==> src/rtl/axi_rd_arbiter.sv <==
// Two-requester AXI4 read arbiter: round-robin AR grant through one output register,
// R beats routed back by the ID MSB. Optional protocol checker: AXI_RD_ARB_CHECK_EN.
module axi_rd_arbiter #(
   parameter int ADDRS       = 27,
   parameter int WIDTH       = 32,
   parameter int REQID       = 4,
   parameter int MAX_PENDING = 4
) (
   input  logic               clock,
   input  logic               reset,
   input  logic               s0_arvalid_i,
   output logic               s0_arready_o,
   input  logic [ADDRS-1:0]   s0_araddr_i,
   input  logic [REQID-1:0]   s0_arid_i,
   input  logic [7:0]         s0_arlen_i,
   input  logic [1:0]         s0_arburst_i,
   output logic               s0_rvalid_o,
   input  logic               s0_rready_i,
   output logic               s0_rlast_o,
   output logic [1:0]         s0_rresp_o,
   output logic [REQID-1:0]   s0_rid_o,
   output logic [WIDTH-1:0]   s0_rdata_o,
   input  logic               s1_arvalid_i,
   output logic               s1_arready_o,
   input  logic [ADDRS-1:0]   s1_araddr_i,
   input  logic [REQID-1:0]   s1_arid_i,
   input  logic [7:0]         s1_arlen_i,
   input  logic [1:0]         s1_arburst_i,
   output logic               s1_rvalid_o,
   input  logic               s1_rready_i,
   output logic               s1_rlast_o,
   output logic [1:0]         s1_rresp_o,
   output logic [REQID-1:0]   s1_rid_o,
   output logic [WIDTH-1:0]   s1_rdata_o,
   output logic               m_arvalid_o,
   input  logic               m_arready_i,
   output logic [ADDRS-1:0]   m_araddr_o,
   output logic [REQID:0]     m_arid_o,
   output logic [7:0]         m_arlen_o,
   output logic [1:0]         m_arburst_o,
   input  logic               m_rvalid_i,
   output logic               m_rready_o,
   input  logic               m_rlast_i,
   input  logic [1:0]         m_rresp_i,
   input  logic [REQID:0]     m_rid_i,
   input  logic [WIDTH-1:0]   m_rdata_i,
   output logic               err_o
);

   localparam int CW = $clog2(MAX_PENDING + 1);
   localparam logic [CW-1:0] PEND_MAX = CW'(MAX_PENDING);

   typedef enum logic {IDLE, HOLD} state_t;

   state_t            state_q, state_d;
   logic              ptr_q, ptr_d;
   logic [CW-1:0]     pend0_q, pend0_d;
   logic [CW-1:0]     pend1_q, pend1_d;
   logic              arvalid_q, arvalid_d;
   logic [ADDRS-1:0]  araddr_q, araddr_d;
   logic [REQID:0]    arid_q, arid_d;
   logic [7:0]        arlen_q, arlen_d;
   logic [1:0]        arburst_q, arburst_d;

   logic elig0, elig1, gnt_vld, gnt_idx;
   logic sel, r_acc, r_done, dec0, dec1;

   // Count update: increment and decrement in one cycle cancel out.
   function automatic logic [CW-1:0] step_cnt(input logic [CW-1:0] cnt,
                                              input logic inc, input logic dec);
      logic [CW-1:0] res;
      res = cnt;
      if (inc && !dec) res = cnt + CW'(1);
      else if (dec && !inc) res = cnt - CW'(1);
      return res;
   endfunction

   assign elig0   = s0_arvalid_i && (pend0_q < PEND_MAX);
   assign elig1   = s1_arvalid_i && (pend1_q < PEND_MAX);
   assign gnt_vld = (state_q == IDLE) && (elig0 || elig1);
   assign gnt_idx = (elig0 && elig1) ? ptr_q : elig1;

   assign s0_arready_o = gnt_vld && !gnt_idx;
   assign s1_arready_o = gnt_vld && gnt_idx;

   always_comb begin
      state_d   = state_q;
      ptr_d     = ptr_q;
      arvalid_d = arvalid_q;
      araddr_d  = araddr_q;
      arid_d    = arid_q;
      arlen_d   = arlen_q;
      arburst_d = arburst_q;
      case (state_q)
         IDLE: begin
            if (gnt_vld) begin
               state_d   = HOLD;
               arvalid_d = 1'b1;
               ptr_d     = ~gnt_idx;
               if (gnt_idx) begin
                  araddr_d  = s1_araddr_i;
                  arid_d    = {1'b1, s1_arid_i};
                  arlen_d   = s1_arlen_i;
                  arburst_d = s1_arburst_i;
               end else begin
                  araddr_d  = s0_araddr_i;
                  arid_d    = {1'b0, s0_arid_i};
                  arlen_d   = s0_arlen_i;
                  arburst_d = s0_arburst_i;
               end
            end
         end
         HOLD: begin
            if (arvalid_q && m_arready_i) begin
               arvalid_d = 1'b0;
               state_d   = IDLE;
            end
         end
         default: state_d = IDLE;
      endcase
   end

   // R path is pure steering; the ID MSB selects the owning requester.
   assign sel         = m_rid_i[REQID];
   assign s0_rvalid_o = m_rvalid_i && !sel;
   assign s1_rvalid_o = m_rvalid_i && sel;
   assign m_rready_o  = sel ? s1_rready_i : s0_rready_i;
   assign s0_rlast_o  = m_rlast_i;
   assign s1_rlast_o  = m_rlast_i;
   assign s0_rresp_o  = m_rresp_i;
   assign s1_rresp_o  = m_rresp_i;
   assign s0_rid_o    = m_rid_i[REQID-1:0];
   assign s1_rid_o    = m_rid_i[REQID-1:0];
   assign s0_rdata_o  = m_rdata_i;
   assign s1_rdata_o  = m_rdata_i;

   assign r_acc  = m_rvalid_i && m_rready_o;
   assign r_done = r_acc && m_rlast_i;
   assign dec0   = r_done && !sel && (pend0_q != '0);
   assign dec1   = r_done && sel && (pend1_q != '0);

   always_comb begin
      pend0_d = step_cnt(pend0_q, s0_arready_o, dec0);
      pend1_d = step_cnt(pend1_q, s1_arready_o, dec1);
   end

   always_ff @(posedge clock or posedge reset) begin
      if (reset) begin
         state_q   <= IDLE;
         ptr_q     <= 1'b0;
         pend0_q   <= '0;
         pend1_q   <= '0;
         arvalid_q <= 1'b0;
         araddr_q  <= '0;
         arid_q    <= '0;
         arlen_q   <= '0;
         arburst_q <= '0;
      end else begin
         state_q   <= state_d;
         ptr_q     <= ptr_d;
         pend0_q   <= pend0_d;
         pend1_q   <= pend1_d;
         arvalid_q <= arvalid_d;
         araddr_q  <= araddr_d;
         arid_q    <= arid_d;
         arlen_q   <= arlen_d;
         arburst_q <= arburst_d;
      end
   end

   assign m_arvalid_o = arvalid_q;
   assign m_araddr_o  = araddr_q;
   assign m_arid_o    = arid_q;
   assign m_arlen_o   = arlen_q;
   assign m_arburst_o = arburst_q;

`ifdef AXI_RD_ARB_CHECK_EN
   logic err_q, err_d;
   logic pend_sel_zero;

   // An accepted beat with no burst outstanding, or any error response, is sticky.
   always_comb begin
      pend_sel_zero = sel ? (pend1_q == '0) : (pend0_q == '0);
      err_d = err_q || (r_acc && (pend_sel_zero || (m_rresp_i != 2'b00)));
   end

   always_ff @(posedge clock or posedge reset) begin
      if (reset) err_q <= 1'b0;
      else       err_q <= err_d;
   end

   assign err_o = err_q;
`else
   assign err_o = 1'b0;
`endif

endmodule
==> config.mk <==
export PLATFORM = sky130hd
export DESIGN_NAME = axi_rd_arbiter
export DESIGN_NICKNAME = d
export VERILOG_FILES = /design/src/rtl/axi_rd_arbiter.sv
export SDC_FILE = /design/constraint.sdc
export NUM_CORES = 1
export LEC_CHECK = 0
export ABC_CLOCK_PERIOD_IN_PS = 2310
export CAP_MARGIN = 30
export CORE_AREA = 2 2 117 97
export DETAILED_ROUTE_END_ITERATION = 7
export DIE_AREA = 0 0 119 99
export GPL_TIMING_DRIVEN = 0
export PLACE_DENSITY_LB_ADDON = 0.05
export SYNTH_ARGS = -nofsm -noshare
export SYNTH_HDL_FRONTEND = slang
export SYNTH_SLANG_ARGS = --single-unit
==> constraint.sdc <==
create_clock -name clock -period 2.31 [get_ports clock]
set_clock_uncertainty 0.05 [all_clocks]
set_input_delay 0.462 -clock clock [delete_from_list [all_inputs] [get_ports clock]]
set_output_delay 0.462 -clock clock [all_outputs]
set_load 0.02 [all_outputs]
======== Yosys cells after proc, flatten, opt, wreduce, memory -nomap -nowiden ========
Index checks and enable logic that the tools add are counted.
cells by class
  $add $sub $neg .......................... 4
  magnitude comparators ................... 2
  equal/unequal tests ..................... 2
  muxes and demuxes ....................... 16
  bitwise logic cells ..................... 2
  reductions and logical operators ........ 32
operators by type and width
  kind                                                                number
  27-bit two-way mux                                                  1
  1-bit logical AND                                                   19
  3-bit two-way mux                                                   4
  8-bit two-way mux                                                   1
  3-bit by 1-bit adder with 3-bit output, second input constant       2
  1-bit zero test                                                     6
  3-bit less-than comparator, second input constant                   2
  1-bit two-way mux                                                   6
  3-bit nonzero test                                                  2
  3-bit by 1-bit subtractor with 3-bit output, second input constant  2
  5-bit two-way mux                                                   1
  1-bit case mux with 2 select lines                                  2
  2-bit AND reduction                                                 2
  2-bit nonzero test                                                  2
  2-bit two-way mux                                                   1
  2-bit by 1-bit != test with 1-bit output, second input constant     1
  2-bit != test, second input constant                                1
  1-bit inverter                                                      2
  1-bit logical OR                                                    1
storage, ports and cells
  bits in registers ....................... 51
  word-level logic and storage cells ...... 67

======== Longest topological paths before layout ========
  word-level depth ........................ 10
  mapped depth ............................ 10
  gate-level depth less buffers ........... 9

======== Least setup slack after synthesis ========
Ideal clock, no wire load.
  path type ............................... input to register
  start point ............................. in s1_arvalid_i
  end point ............................... reg pend1_q[1]
  setup time .............................. 128 ps
  arrival time ............................ 2478 ps
  required time ........................... 2132 ps
  setup slack ............................. -345 ps
  stages on the path ...................... 8
  buffers on the path ..................... 2
  cells stage by stage .................... nand2b_1 > buf_6 > clkbuf_1 > nor3_1 > ha_1 > inv_1 > fa_1 > mux2_1
RTL lines
  what                                                    line    RTL
  start: declaration                                      23      input logic s1_arvalid_i,
  1-bit logical AND *                                     79      assign elig1 = s1_arvalid_i && (pend1_q < PEND_MAX);
  1-bit logical AND or 1-bit logical OR (tied branches)   81, 80
  1-bit two-way mux or 1-bit logical AND (tied branches)  81, 80
  1-bit logical AND *                                     84      assign s1_arready_o = gnt_vld && gnt_idx;
  named net s1_arready_o                                  24      output logic s1_arready_o,
  1-bit logical AND *                                     73      if (inc && !dec) res = cnt + CW'(1);
  3-bit two-way mux *                                     73
  named net pend1_d[1]                                    58      logic [CW-1:0] pend1_q, pend1_d;
  end signal: assignment                                  162     pend1_q <= pend1_d;
  end: declaration                                        58
Mark *: on every way through the listed nets, which the timed path passes. The rest lies on a longest branch.
A chain may end at the register's enable or synchronous reset.

======== Worst setup path after layout ========
  start point ............................. reg pend0_q[2]
  end point ............................... out s0_arready_o
on the way
  word-level cells in the longest chain between the ends .. 6
ends and longest elaborated chain
  what                          line  RTL
  start: declaration            57    logic [CW-1:0] pend0_q, pend0_d;
  start signal: assignment      161   pend0_q <= pend0_d;
  3-bit less-than comparator *  78    assign elig0 = s0_arvalid_i && (pend0_q < PEND_MAX);
  1-bit logical AND *           78
  1-bit logical AND             81    assign gnt_idx = (elig0 && elig1) ? ptr_q : elig1;
  1-bit two-way mux             81
  1-bit zero test               83    assign s0_arready_o = gnt_vld && !gnt_idx;
  1-bit logical AND *           83
  end: declaration              12    output logic s0_arready_o,
Mark *: on every way between the ends. The rest lies on a longest branch, timed or not.

==> results list <==
* Outcome: finished clean
- Portion of total power attributed to combinational logic: 49.1%
- Syn Inst Count: 278
* First-pass iteration count of the detailed router: 4
- The clock net in this run drives a total of 51 sinks.
* Part of the Yosys area used for sequential elements: 40.9%
* Die extent in y: 99 µm
* Count of buffers from port buffering: 217
- At the pin with the least slew margin, the transition time is 0.566 ns.
- The first routing iteration left 163 violations.
* Startpoint kind of the worst setup timing path: flop
- GRT Resource Usage Total: ~17%
* Max incr delay on CP: 0.44 ns
* Max Buffers Root-to-Sink: 2
- Once the floorplan was initialized, standard cells occupied 29.4% of the core.
* Switching power share of the total: approximately 34%
- Share of total power in sequential cells: 31.8%
- Register bit total from synthesis: 51
* Vias: 3026
- The cell area that synthesis handed to floorplanning was 3120 µm².
* Net switching power: between 1.5 and 2 mW
- Final WL: 10500 µm
- Detailed-placement wirelength estimate: between 8000 and 9000 µm
* CTS tree: built
* MaxCap Viol Count: 0
- Setup slack closes at 0.0698 ns.
- Post-route fraction of the period consumed by the critical path: a little over nine tenths
- Cell Count, Final, Fillers Out: 657
- The congestion estimate from routability-driven global placement came to 0.733.
* Reg clk slew, reported paths: 0.07 ns
* Vias per Instance: 4.61
- Along the worst hold path, the cell count comes to 1.
* PnR Total Power: a little under 5 mW
* Final Hold Fails: 0
* Syn. warnings: 0
- Ratio of total power to cell area: 855 nW/µm²
* Area Growth Syn to Fin: 85.8%
- Crit-path slowest cell: dfrtp_2
* Net count of the mapped netlist: 412
- Data on the critical path is required at its endpoint by around 1.8 ns.
* Critical path buffers and inverters: 3
- The average instance in the mapped netlist occupies 11.2 µm².
- Ratio of cells with drive above 1 in the final layout: between 20% and 30%
- Counting distinct cell types in the post-synthesis netlist gives 31.
- In this run, placement finished with an instance count of 640.
- Buffers inserted during clock tree synthesis total 5.
* Critical path depth in cells: 5
* Category of the worst setup path capture point: primary output
* Worst hold-check slack: between 0.4 and 0.5 ns
- Max-slew headroom at the worst pin: 62.2%
* Pins Over Slew Limit: 0
- Critical path cell sequence: nand2b_4, a311oi_4, buf_6, buf_4, clkdlybuf4s15_2
- Count of H-tree levels built during CTS: 2
- The worst register-to-register path has a depth of 9.
- Dividing the detail-routed wire length by the instance count gives 16.0 µm.
* Type of the worst min-delay path: flop to flop
* Antenna cell count: 0
* Maximum fanout along the worst path: 4
* Top-level port count: approximately 260
- On the critical path the largest part of the delay comes from buffers and inverters.
* WP data arrival: approximately 1.7 ns
- CTS root buf: clkbuf_16
- Std cell rows: 34
- For this run, the top clock speed supported by timing is 446 MHz.
* Leakage power summed over all cells: 2.40 nW
* Antenna violations before repair: 0
* Total grt overflow: 0
- Setup Total Neg Slack: 0 ns
- Start-to-end type of the worst setup path: flop to primary output
* Vias in the first global route: 3067
* Worst ir drop on vdd: between 0.4 and 0.5 mV
- The first global-routing pass estimated 15900 µm of wire.
- The internal power of the cells totals 3.27 mW.
- Layout net count: 646
- Residual DRC count: 0
- The share of total power dissipated in the clock network is 19.1%.
- Maximum number of pins on one net before global-route repair: 28
- The floorplan step defined a die boundary enclosing 11800 µm².
* Setup slack at placement: -0.911 ns
- Antenna-violating nets left: 0
- Setup violations remaining at the end of the flow were counted as 0.
* Fin crit period: 2.24 ns
* Core Box Area: 10600 µm²
- Die W: 119 µm
- Clock insertion delay at the later pin of the skew report: 0.28 ns
## power groups by stage
| stage | combinational [mW] | clock [mW] | sequential (mW) |
|---|---|---|---|
| after detailed placement | 2.42 | 0 | 1.57 |
| after global routing | 2.57 | 1.01 | 1.63 |
| final | 2.43 | 0.947 | 1.57 |
| after floorplan | 0.805 | 0 | 1.97 |
| after CTS | 2.44 | 0.973 | 1.57 |
| after global placement | 2.39 | 0 | 1.57 |
## cell families after synthesis
family | count (synthesis) | synth area share [%]
other | 1 | 0.120
adders and majority gates | 4 | 2.09
DFF | 51 | 40.9
buffers and inverters | 109 | 24.3
AOI/OAI and AO/OA | 47 | 15.1
and+or+nand+nor | 57 | 14.7
muxes | 3 | 1.08
xor gates and xnor gates | 6 | 1.69
## synth_stat cells
master / n / share of area [%]
dfrtp_1: 51 / 41
xor2_1: 3 / 0.84
nor2_1: 3 / 0.36
xnor2_1: 3 / 0.84
o21a_1: 1 / 0.24
nand4_1: 1 / 0.20
a21o_1: 1 / 0.24
conb_1: 1 / 0.12
fa_1: 2 / 1.3
or3_1: 1 / 0.20
buf_4: 79 / 19
inv_1: 7 / 0.84
mux2_2: 2 / 0.72
and2_1: 2 / 0.40
nand2b_1: 1 / 0.20
mux2_1: 1 / 0.36
clkbuf_1: 11 / 1.3
a22oi_1: 1 / 0.24
nor2b_1: 1 / 0.20
a21oi_1: 2 / 0.32
ha_1: 2 / 0.80
nor3b_2: 1 / 0.40
a311oi_4: 1 / 0.84
a221o_1: 41 / 13
nor3_1: 2 / 0.32
buf_2: 6 / 0.96
nor4b_1: 41 / 12
nand2_1: 1 / 0.12
nand2b_4: 1 / 0.44
nand3_1: 2 / 0.32
buf_6: 6 / 2.2
## routing by layer
metal | global-route usage (%) | vias up | wire length (µm)
met4 | 3.02 | 0 | 91
met3 | 5.09 | 8 | 818
met5 | 0 | - | 0
met1 | 21.9 | 1449 | 4640
met2 | 28.1 | 139 | 4930
li1 | - | 1430 | -
## final timing paths
| path | to | startpoint | slack (ns) |
|---|---|---|---|
| min | m_arlen_o[7]$_DFFE_PP0P_ | m_arlen_o[7]$_DFFE_PP0P_ | 0.46 |
| max reg2reg | pend0_q[2]$_DFFE_PP0P_ | pend0_q[2]$_DFFE_PP0P_ | 0.11 |
| max | s0_arready_o | pend0_q[2]$_DFFE_PP0P_ | 0.07 |
| min in group asynchronous | m_araddr_o[13]$_DFFE_PP0P_ | reset | 0.51 |
| max in group asynchronous | pend0_q[2]$_DFFE_PP0P_ | reset | 1.15 |
| min reg2reg | m_arlen_o[7]$_DFFE_PP0P_ | m_arlen_o[7]$_DFFE_PP0P_ | 0.46 |
## cell usage in the layout (no fill, tap or decap), drive strengths merged, types with 3 or more instances in the layout
| cell | n |
|---|---|
| mux2 | 3 |
| inv | 7 |
| clkbuf | 15 |
| buf | 103 |
| dlygate4sd2 | 5 |
| clkdlybuf4s50 | 211 |
| dfrtp | 51 |
| a221o | 41 |
| nor2 | 3 |
| xor2 | 3 |
| xnor2 | 3 |
| nor4b | 41 |
## per-stage QoR
step / area, µm² / util, %
3_5_place_dp: 5500 / 51.9
5_1_grt: 5790 / 54.7
4_1_cts: 5740 / 54.2
2_1_floorplan: 3130 / -
6_report: 5790 / 54.7
3_3_place_gp: 5480 / 51.8
## registers in the layout, summed over array words and instances, names as in the netlist
signal,count
m_araddr_o,27
m_arlen_o,8
m_arid_o,5
pend0_q,3
pend1_q,3
m_arburst_o,2
m_arvalid_o,1
ptr_q,1
state_q,1
## worst reg2reg max path: stages, from the launching register on
cell and delay (ns):
dfrtp_2 0.44, nand2b_4 0.17, a311oi_4 0.30, buf_6 0.15, ha_2 0.18, inv_1 0.05, fa_2 0.33, xor2_1 0.15
nor2_1 0.14, xor2_1 0.16
## final cells by class
type                            instances  area [µm²]
Buffer                                101         748
Clock buffer                            6         129
Clock inverter                          2        60.1
Fill cell                             940        4800
Inverter                                7        26.3
Multi-Input combinational cell        118        1110
Sequential cell                        51        1280
Tap cell                              144         180
Timing Repair Buffer                  228        2260
## timing repair
item	in CTS	in global routing
pin swaps	2	4
setup endpoints to repair	8	4
resized for setup	15	6
setup buffers	5	5
hold buffers	0	0
hold endpoints to repair	0	0
Note: power is estimated with default switching activity, not from simulation.
==> RTL change 1, RTL diff (config.mk and constraints unchanged) <==
Change the parameter `WIDTH` from 32 to 48.
--- a/src/rtl/axi_rd_arbiter.sv
+++ b/src/rtl/axi_rd_arbiter.sv
@@ -4,3 +4,3 @@
    parameter int ADDRS       = 27,
-   parameter int WIDTH       = 32,
+   parameter int WIDTH       = 48,
    parameter int REQID       = 4,
Ports: changed (resized m_rdata_i, s0_rdata_o and s1_rdata_o); port bits go from 257 to 305. The function was not compared with the original's and may differ.
==> RTL change 1 against the original RTL <==
Cell area grew 8.7%. Critical path depth shrank 2. Worst setup slack gained 28 ps. Sequential cell count is the same. Wire length grew 13%. Power grew 1.3%. Global-route usage grew 2.5 points. Synthesized area grew 7.7%. Critical path type is now input pin to primary output. Largest power group unchanged. Highest routed layer unchanged.
==> RTL change 1: results (changes against the original RTL) <==
peak supply drop: 0.0003403 V (-20%)
pin count of the biggest net entering global routing: 27 (-3.6%)
post-synthesis sequential area ratio: 0.3802 (-0.02930)
Iteration-0 DRC Markers: 161 (-1.2%)
antenna violations before repair: 0 (unchanged)
Port-buffer cells: 249 (+15%)
leading cell types by count after synthesis: 111 x buf_4, 51 x dfrtp_1, 41 x a221o_1, 41 x nor4b_1, 11 x clkbuf_1
vias in the first global route: 3393 (+11%)
mux contribution to synthesized area: 0.01006 (-0.0007757)
Slowest-stage cell, CP: clkdlybuf4s50_1
Max Fanout on Critical Path: 3 (-1)
Compound-Gate Fraction of Synth Area: 0.1398 (-0.01077)
Worst-Margin Slew: 573.0 ps (+7.509 ps)
RePlAce Congestion: 0.7688 (+4.9%)
post-DP HPWL: 9585 um (+18%)
R2R cell count: 9 (unchanged)
placed instance area: 6063 um2 (+10%)
Yosys warning total: 0 (unchanged)
max reg flops: 27 (unchanged)
first-pass GRT wire length: 18010 um (+13%)
Worst Hold Depth: 1 (unchanged)
share of flip-flops with an asynchronous set or reset: 1.000 (unchanged)
TritonCTS Buffers: 5 (unchanged)
Post-Synth Adder-Cell Area: 0.01938 (-0.001494)
synth top area cells: dfrtp_1 38%, buf_4 25%, a221o_1 12%
status: completed
Netlist cell types: 31 (unchanged)
via count: 3318 (+9.6%)
hold crit path type: flip-flop to flip-flop
Root Driver: clkbuf_16
maximum clock frequency: 452.1 MHz (+1.3%)
drt first pass iters: 4 (unchanged)
Pint: 3.252 mW (-0.44%)
share of cells above drive strength 1: 0.2635 (+0.02376)
nets@finish: 722 (+12%)
GRT Total Usage: 0.1930 (+0.02470)
fillers: 867 (-7.8%)
XOR/XNOR Fraction of Synth Area: 0.01565 (-0.001207)
clk buf depth: 2 (unchanged)
Clk Latency, worst-skew pair: 290 ps
LEAKAGE: 2.659 nW (+11%)
syn nets: 460 (+12%)
Crit path largest cell delay: 620 ps (+180 ps)
Routed wire per std cell: 16.57 um (+3.9%)
n_diodes: 0 (unchanged)
htree depth: 2 (unchanged)
WP data arrival: 1700 ps (-30 ps)
[RTL change 1: final timing paths]
path	from	to	slack, ps
worst max-delay path	m_rvalid_i	s0_rvalid_o	100
worst min register to register	m_araddr_o[1]	m_araddr_o[1]	460
max in group asynchronous	reset	m_araddr_o[5]	1160
worst min-delay path	m_araddr_o[1]	m_araddr_o[1]	460
worst max register to register	pend0_q[2]	pend0_q[2]	130
min in group asynchronous	reset	pend1_q[1]	510
[RTL change 1: stage by stage]
step	power, mW	instances	worst slack [ps]	util
after floorplan	2.858	310	-1.332	-
after global placement	4.125	703	-860.3	0.5705
after detailed placement	4.158	704	-924.8	0.5724
after CTS	5.059	714	24.76	0.5926
after global routing	5.277	717	-19.00	0.5941
final	5.014	717	97.96	0.5941
[RTL change 1: repair_timing]
item | 4_1_cts | 5_1_grt
setup buffers | 3 | 4
endpoints found under the setup margin | 8 | 5
pin swaps | 3 | 6
resized for setup | 16 | 6
hold buffers | 0 | 0
[RTL change 1: power groups by stage]
| stage | clock network (mW) | registers (mW) | logic [mW] |
|---|---|---|---|
| finish | 0.864 | 1.57 | 2.58 |
| detailed placement | 0 | 1.58 | 2.58 |
| global placement | 0 | 1.57 | 2.56 |
| global route | 0.919 | 1.63 | 2.73 |
| floorplan | 0 | 1.97 | 0.886 |
| CTS | 0.884 | 1.58 | 2.59 |
[RTL change 1: kinds of logic (layout without fill, tap and decap cells)]
group,Yosys count,in the layout
compound gates,47,47
buf+inv,141,404
xor+xnor,6,6
mux,3,3
flops,51,51
fa+ha+maj,4,4
simple gates,57,57
other cells,1,1
[RTL change 1: critical path: cells and delay by family]
family | cells | cell delay (ps)
buf+inv | 2 | 1090
simple gates | 1 | 140
[RTL change 1: area by class of cell]
cell class | instances | area [um2] | area share
timing repair buffer | 257 | 2554 | 0.4058
inverter | 7 | 26.28 | 0.004175
buffer | 132 | 977.2 | 0.1553
sequential | 51 | 1277 | 0.2030
clock inverter | 2 | 35.03 | 0.005567
multi-input combinational | 118 | 1105 | 0.1755
tap | 144 | 180.2 | 0.02863
clock buffer | 6 | 138.9 | 0.02207
[RTL change 1: per-layer routing]
layer / part of all wire / track usage
met2: 0.50 / 0.3183
met4: 0.013 / 0.04670
met1: 0.40 / 0.2444
met5: 0 / 0
met3: 0.089 / 0.06597
==> RTL change 2, RTL diff (same settings) <==
Made on the original files. `araddr_q` no longer has a reset.
--- a/src/rtl/axi_rd_arbiter.sv
+++ b/src/rtl/axi_rd_arbiter.sv
@@ -153,3 +153,2 @@
          arvalid_q <= 1'b0;
-         araddr_q  <= '0;
          arid_q    <= '0;
@@ -163,3 +162,2 @@
          arvalid_q <= arvalid_d;
-         araddr_q  <= araddr_d;
          arid_q    <= arid_d;
@@ -168,2 +166,6 @@
       end
+   end
+
+   always_ff @(posedge clock) begin
+      araddr_q <= araddr_d;
    end
Formal check against the unedited RTL: not equivalent (Yosys sat finds a counterexample within 4 cycles, from zero or initial values and one cycle with reset high).
==> RTL change 2 against the original RTL <==
Worst setup slack better by 11 ps. Core utilization down 0.43 points. Register-to-register slack better by 20 ps. Cell area down 0.78%. Sequential cell count unchanged. Wire length down 14%. Power down 22%. Synthesized area down 1.1%. Sequential share of layout area up 2.5 points. Non-clock buffer count down 14. Hold slack worse by 27 ps.
==> RTL change 2: results (changes against the original RTL) <==
status: completed
Post-synth top flop: edfxtp_1
first-pass GRT wire length: 13780 um (-14%)
RePlAce Congestion: 0.6877 (-6.1%)
Slowest-stage cell, CP: clkdlybuf4s50_1
leading cell types by count after synthesis: 79 x buf_4, 28 x mux2_2, 27 x edfxtp_1
drt first pass iters: 4 (unchanged)
max-slew violation count: 0 (unchanged)
Clock transition at path regs: 70 ps (about the same)
max reg flops: 27 (unchanged)
Yosys warning total: 0 (unchanged)
htree depth: 2 (unchanged)
Routed wire per std cell: 14.27 um (-11%)
hold crit path type: input pin to async pin
WP data arrival: 1720 ps
CTS resizes: 11 (-4)
post-DP HPWL: 7168 um (-12%)
synth top area cells: edfxtp_1 26%, dfrtp_1 19%, buf_4 19%
Root Driver: clkbuf_16
# Post-CTS Setup Buffers: 8 (+3)
post-synthesis sequential area ratio: 0.4578 (+0.04832)
Port-buffer cells: 217 (unchanged)
LEAKAGE: 2.377 nW (-1.0%)
reg2reg setup slack: 130 ps (+20 ps)
pin count of the biggest net entering global routing: 19 (-32%)
Netlist cell types: 41 (+32%)
peak supply drop: 0.0003091 V (-27%)
Iteration-0 DRC Markers: 123 (-25%)
nets@finish: 618 (-4.3%)
CP startpoint: s1_rready_i
TritonCTS Buffers: 5 (unchanged)
R2R cell count: 8 (-1)
Clk Latency, worst-skew pair: 290 ps
cell class contributing the biggest share of worst-path delay: buffers and inverters
CP Capture Point: m_rready_o
end of the worst register-to-register path: pend1_q[1]
reg2reg start: pend0_q[2]
GRT overflow: 0 (unchanged)
GRT Total Usage: 0.1461 (-0.02226)
via count: 2632 (-13%)
Max Fanout on Critical Path: 2 (-2)
antenna violations before repair: 1 (+1)
Detail Route Antenna Nets: 0 (unchanged)
Post-synth EDFFs: 27 (+27)
worst hold margin: 435.7 ps (-26.99 ps)
syn nets: 384 (-6.8%)
clk buf depth: 2 (unchanged)
share of flip-flops with an asynchronous set or reset: 0.4706 (-0.5294)
Crit path largest cell delay: 550 ps (+110 ps)
vias in the first global route: 2722 (-11%)
share of cells above drive strength 1: 0.3093 (+0.06951)
[RTL change 2: cell types whose count changed in the layout (fill, tap and decap cells not counted), sizes merged, moves of 7 or more]
| cell | delta |
|---|---|
| buf | -7 |
| a2bb2oi | +7 |
| a221o | -33 |
| and3 | +8 |
| mux2 | +27 |
| dfrtp | -27 |
| nor4b | -41 |
| clkbuf | -8 |
| edfxtp | +27 |
[RTL change 2: cell type report]
class                   instances  area, um2
diodes                          1      2.502
plain buffers                  87      659.4
clock buffers                   5      125.1
clock inverters                 3      43.79
fillers                       919       4847
inverters                       4      16.27
multi-input cells             107       1012
flip-flops and latches         51       1413
well taps                     144      180.2
repair buffers                228       2293
[RTL change 2: where the power goes]
part	switching [mW]	internal (mW)
Sequential	0.156	1.18
Combinational	0.697	0.990
Clock	0.334	0.511
Total	1.19	2.68
[RTL change 2: kinds of logic (layout without fill, tap and decap cells)]
group	Yosys count	after routing	synth area share
muxes	30	30	0.1120
other	1	2	0.001216
xor gates and xnor gates	6	6	0.01705
AOI/OAI and AO/OA	31	31	0.08279
and+or+nand+nor	35	35	0.08686
DFF	51	51	0.4578
adders and majority gates	4	4	0.02110
buffers and inverters	92	327	0.2212
[RTL change 2: stage by stage]
step           utilization  instances  setup WS, ps  area, um2  power [mW]
2_1_floorplan            -        250         2.208       3094       2.301
3_3_place_gp        0.5142        611        -882.3       5446       3.001
3_5_place_dp        0.5194        613        -720.9       5502       3.033
4_1_cts             0.5410        628         23.26       5731       3.912
5_1_grt             0.5424        630         33.78       5746       4.077
6_report            0.5424        630         80.61       5746       3.863
[RTL change 2: routing by layer]
layer	part of all wire	GRT usage	vias to the layer above
met5	0	0	-
met4	0.0070	0.03022	0
met3	0.085	0.04803	7
met2	0.48	0.2555	148
met1	0.43	0.1762	1193
li1	-	-	1284
